==> config.mk <==
export PLATFORM = sky130hd
export DESIGN_NAME = multiplicador_seq
export DESIGN_NICKNAME = d
export VERILOG_FILES = /design/src/rtl/multiplicador_seq.sv
export SDC_FILE = /design/constraint.sdc
export NUM_CORES = 1
export LEC_CHECK = 0
export CORE_ASPECT_RATIO = 0.7
export CORE_MARGIN = 5
export CORE_UTILIZATION = 55
export CTS_CLUSTER_SIZE = 24
export DETAILED_ROUTE_END_ITERATION = 10
export PLACE_DENSITY = 0.78
export SYNTH_ARGS = -nofsm -noshare
export SYNTH_HDL_FRONTEND = slang
export SYNTH_SLANG_ARGS = --single-unit
==> constraint.sdc <==
create_clock -name clk -period 3.27 [get_ports clk]
set_clock_uncertainty 0.15 [all_clocks]
set_input_delay 0.327 -clock clk [delete_from_list [all_inputs] [get_ports clk]]
set_output_delay 0.327 -clock clk [all_outputs]
set_load 0.01 [all_outputs]
==> src/rtl/multiplicador_seq.sv <==
// Sequential unsigned shift-and-add multiplier.
// It computes a WIDTH x WIDTH -> 2*WIDTH product with one partial-product step per clock.
// The handshake is start/busy/done. An accept edge is followed by WIDTH RUN edges and then one DONE cycle.
module multiplicador_seq #(
  parameter int WIDTH = 32
) (
  input  logic                 clk,
  input  logic                 r,
  input  logic                 start,
  input  logic [WIDTH-1:0]     mcand,
  input  logic [WIDTH-1:0]     mplier,
  output logic                 busy,
  output logic                 done,
  output logic [2*WIDTH-1:0]   product
);

  localparam int CW = $clog2(WIDTH) + 1;

  typedef enum logic [1:0] {
    IDLE = 2'd0,
    RUN  = 2'd1,
    DONE = 2'd2
  } state_t;

  state_t             state;
  state_t             state_next;
  logic [WIDTH-1:0]   m;
  logic [2*WIDTH-1:0] p;
  logic [2*WIDTH-1:0] p_step;
  logic [WIDTH:0]     sum;
  logic [CW-1:0]      cnt;
  logic               last_iter;

  // One iteration: add m into the accumulator when the multiplier LSB is set, then shift right.
  // The carry lands in the MSB, so the shifted value never overflows.
  always_comb begin
    if (p[0]) begin
      sum = {1'b0, p[2*WIDTH-1:WIDTH]} + {1'b0, m};
    end else begin
      sum = {1'b0, p[2*WIDTH-1:WIDTH]};
    end
    p_step    = {sum, p[WIDTH-1:1]};
    last_iter = (cnt == CW'(WIDTH - 1));
  end

  // State register.
  // NOTE: sequential state uses non-blocking assignments so every flop samples pre-edge values.
  always_ff @(posedge clk or negedge r) begin
    if (!r) begin
      state <= IDLE;
    end else begin
      state <= state_next;
    end
  end

  // Next-state and output decode. busy and done depend only on the registered state.
  // NOTE: defaults are assigned first so no path through the case leaves an output unassigned (no latches).
  always_comb begin
    state_next = state;
    busy       = 1'b0;
    done       = 1'b0;
    case (state)
      IDLE: begin
        if (start) begin
          state_next = RUN;
        end
      end
      RUN: begin
        busy = 1'b1;
        if (last_iter) begin
          state_next = DONE;
        end
      end
      DONE: begin
        done       = 1'b1;
        state_next = IDLE;
      end
      default: begin
        state_next = IDLE;
      end
    endcase
  end

  // Datapath: operands are captured on the accept edge and iterated in RUN.
  // The product register is loaded only on the final iteration.
  // NOTE: every datapath register is reset, so an aborted run leaves no residue in m, p or product.
  always_ff @(posedge clk or negedge r) begin
    if (!r) begin
      m       <= '0;
      p       <= '0;
      cnt     <= '0;
      product <= '0;
    end else begin
      case (state)
        IDLE: begin
          if (start) begin
            m   <= mcand;
            p   <= {{WIDTH{1'b0}}, mplier};
            cnt <= '0;
          end
        end
        RUN: begin
          p   <= p_step;
          cnt <= cnt + CW'(1);
          if (last_iter) begin
            product <= p_step;
          end
        end
        default: begin
        end
      endcase
    end
  end

endmodule

==> key figures <==
Floorplan
  – Die Ht: approximately 120 um
  – Starting Density: 55.4%
  – Core Region: around 16,000 sq um
  – IO Count: approximately 130
  – DIE AREA: approximately 19,000 sq um
  – Die W: approximately 160 um
  – FP Rows: 39

Clock network
  – Post-CTS Setup Inserts: 0
  – CTS HTree Levels: 4
  – Root buffer cell: clkbuf_16
  – Clock-pin slew on the worst setup and hold paths: around 70 ps
  – Clock buffer depth: 2
  – Total CTS buffers: 17
  – Clock Latency Late Sink: about 430 ps
  – Clock sink count: between 150 and 200
  – TritonCTS clock tree: yes

Route
  – WL/cell: about 18 um
  – Routed Antenna Nets: 0
  – Vias per inst: about 5.9
  – Vias: approximately 7,500
  – DR iter-0 viols: about 700
  – Final wirelength: 22,900 um
  – First-pass DRT Iterations: 5
  – DRC viols: 0

Yosys
  – Main area contributors after synthesis: dfrtp_1 (47%), nand2_1 (7.7%), o21ai_0 (5.3%)
  – Asr flop ratio synth: 100%
  – Synthesized net count: between 1,000 and 1,500
  – Post-synth EDFFs: 0
  – Cell variety after synth: 60
  – Top_reg_cell synth: dfrtp_1
  – Syn. warnings: 0
  – Synth Register Bits: between 150 and 200
  – Mapped Area: 8920 sq um
  – Gate Count Post-Synth: between 900 and 1,000
  – Syn Area/Cell: between 9 and 10 sq um
  – Register area share after synthesis: a little under half
  – Share of the synthesized area in the top cell type: a little under half
  – Post-synth top area cell: dfrtp_1

Placed design
  – Final HPWL DP: 15,300 um
  – Placed cell areas: around 10,000 sq um
  – I/O Buffers: 132
  – GP Congestion: around 0.93

Critical path
  – CP arrival: around 3200 ps
  – Crit path max fanout: 4
  – R2r endpoint: product[55]
  – Worst setup path endpoint: product[55]
  – Worst reg-to-reg setup slack: between 200 and 300 ps
  – Worst R2R Start: p[32]
  – CP Launch Type: register
  – FF-to-FF path depth: 10
  – WP data required: 3440 ps
  – Element type at the critical path end: register
  – CP Class: register to register
  – CP startpoint: p[32]

Cells and area
  – Finished Cell Area: around 11,000 sq um
  – # fillers: 1,295
  – Synth-to-layout area growth: 23.8%
  – Share of cells above drive strength 1: under 10%
  – Ant diodes: 0
  – Fin nets: 1,158

Pwr
  – Leakage: around 4.8 nW
  – Pwr Density: between 1000 and 1500 nW/um^2
  – Peak supply drop: 425 uV

Timing
  – Final hold violations: 0
  – Slew HR: a little over half
  – RSZ-0062 raised after global routing: false
  – Max Freq: ~340 MHz
  – Tcrit/Tclk final: roughly nine tenths
  – Final min period: just under 3000 ps
  – Slew @ Worst Pin: about 700 ps
  – Setup TNS Final: 0 ps
  – Final Setup Violations: 0
  – Final Max Tran Viols: 0

GRT
  – Total track usage: between 20 and 25%
  – Initial antenna violation count: 0
  – First-pass GRT wire length: between 30,000 and 40,000 um
  – Pin count of the biggest net entering global routing: 86
  – GRT overflow: 0
  – Vias in the first global route: between 7,000 and 8,000

Hold path
  – Hold crit path type: input port to async pin

Outcome
  – Status: finished clean

Flow run
  – Max capacitance violation total: 0
[how the worst min path moves through the flow]
stage                  endpoint  slack (ps)  cells past startpoint
floorplan                cnt[0]        -120                      0
global placement          m[22]         230                      1
detailed placement        m[22]         230                      1
CTS                 product[15]         330                      2
global route        product[12]         340                      2
finish                    m[22]         310                      2
[where the power goes]
part	switching [mW]	internal [mW]	leakage (nW)
Sequential	0.813	3.09	1.95
Combinational	3.42	2.89	2.53
Clock	0.873	1.23	0.298
Total	5.11	7.20	4.79
[cell usage after synthesis (3+ instances only)]
| cell type | n |
|---|---|
| mux2_2 | 33 |
| nor3_1 | 6 |
| a22oi_1 | 31 |
| inv_1 | 10 |
| a21o_1 | 12 |
| dfrtp_1 | 168 |
| o21ai_1 | 13 |
| nor2b_1 | 40 |
| o21a_1 | 3 |
| a21oi_2 | 4 |
| and3_1 | 13 |
| nand4_1 | 12 |
| xnor2_1 | 10 |
| or3_1 | 3 |
| o21ai_0 | 94 |
| buf_2 | 3 |
| a21oi_1 | 71 |
| nand3_1 | 13 |
| ha_1 | 33 |
| o21ai_2 | 3 |
| nand2_1 | 184 |
| buf_1 | 9 |
| nor2_1 | 30 |
| mux2i_1 | 25 |
| a31oi_1 | 8 |
| clkbuf_1 | 51 |
| a32oi_1 | 7 |
| o21bai_1 | 9 |
| nand2b_1 | 4 |
| xor2_1 | 13 |
[cell type report]
cell class / count / area (sq um) / share of cell area (%)
Multi-Input combinational cell: 711 / 4450 / 40.3
Sequential cell: 168 / 4210 / 38.1
Timing Repair Buffer: 149 / 1480 / 13.4
Clock buffer: 18 / 439 / 3.98
Tap cell: 205 / 256 / 2.32
Clock inverter: 14 / 169 / 1.53
Inverter: 10 / 37.5 / 0.340
[flip-flops by register name (all words and copies together) (netlist names)]
| signal | count |
|---|---|
| m | 32 |
| state | 2 |
| p | 64 |
| product | 64 |
| cnt | 6 |
[per-stage QoR]
stage | power [mW] | util (%) | instances | hold slack (ps) | setup WS, ps
6_report | 12.3 | 68.5 | 1275 | 313 | 291
5_1_grt | 13.2 | 68.5 | 1275 | 343 | 58.8
4_1_cts | 12.3 | 68.5 | 1275 | 329 | 297
3_5_place_dp | 10.1 | 64.7 | 1242 | 234 | 296
3_3_place_gp | 9.99 | 64.7 | 1242 | 229 | 436
2_1_floorplan | 8.02 | - | 952 | -119 | 668
[cell families (layout without fill, tap and decap cells)]
family | count (synthesis) | count (layout) | synth area share [%]
AO/OA/AOI/OAI | 280 | 280 | 19.5
flip-flops | 168 | 168 | 47.2
multiplexers | 59 | 59 | 7.10
AND/OR/NAND/NOR | 315 | 315 | 16.0
adder cells (fa/ha/maj) | 34 | 34 | 4.86
XOR/XNOR | 23 | 23 | 2.26
buffers and inverters | 73 | 191 | 3.12
[per-layer routing]
layer / GRT usage, % / up-vias / share of wire, %
met5: 0 / - / 0
met4: 5.30 / 0 / 0.83
met3: 5.29 / 14 / 6.7
met2: 36.4 / 267 / 43
met1: 37.5 / 3611 / 49
li1: - / 3578 / -
[placed cells by master, fill, tap and decap left out, types with 3 or more instances in the layout]
cell / synthesis / layout
buf_4: 0 / 14
inv_1: 10 / 9
and3_1: 13 / 13
ha_1: 33 / 33
nand4_1: 12 / 12
o21ai_0: 94 / 94
mux2_2: 33 / 33
a21o_1: 12 / 12
a21oi_1: 71 / 71
nor2b_1: 40 / 39
nor2_1: 30 / 29
clkinv_2: 0 / 4
inv_6: 0 / 5
clkdlybuf4s50_1: 0 / 131
or3_1: 3 / 3
a21oi_2: 4 / 4
nand2_1: 184 / 183
a32oi_1: 7 / 7
nor3_1: 6 / 6
o21ai_1: 13 / 13
nand3_1: 13 / 13
o21a_1: 3 / 3
xnor2_1: 10 / 10
a31oi_1: 8 / 8
xor2_1: 13 / 13
nand2b_1: 4 / 4
o21bai_1: 9 / 8
dfrtp_1: 168 / 167
o21ai_2: 3 / 3
a22oi_1: 31 / 31
bufinv_16: 0 / 3
clkbuf_16: 0 / 17
mux2i_1: 25 / 25
[worst max-delay path, stage by stage (launching register included)]
cell and delay [ps]:
dfrtp_1 400, ha_1 220, fa_1 420, a21oi_1 250, o221ai_2 200, o21ai_2 230, o21ai_1 140, o21bai_1 260
nand3_1 110, a31o_1 220, mux2_2 260
[what timing repair did]
action,CTS,global route
hold buffers,1,0
endpoints found under the setup margin,0,0
endpoints found under the hold margin,69,0
resized for setup,0,0
Note: power is estimated with default switching activity, not from simulation.
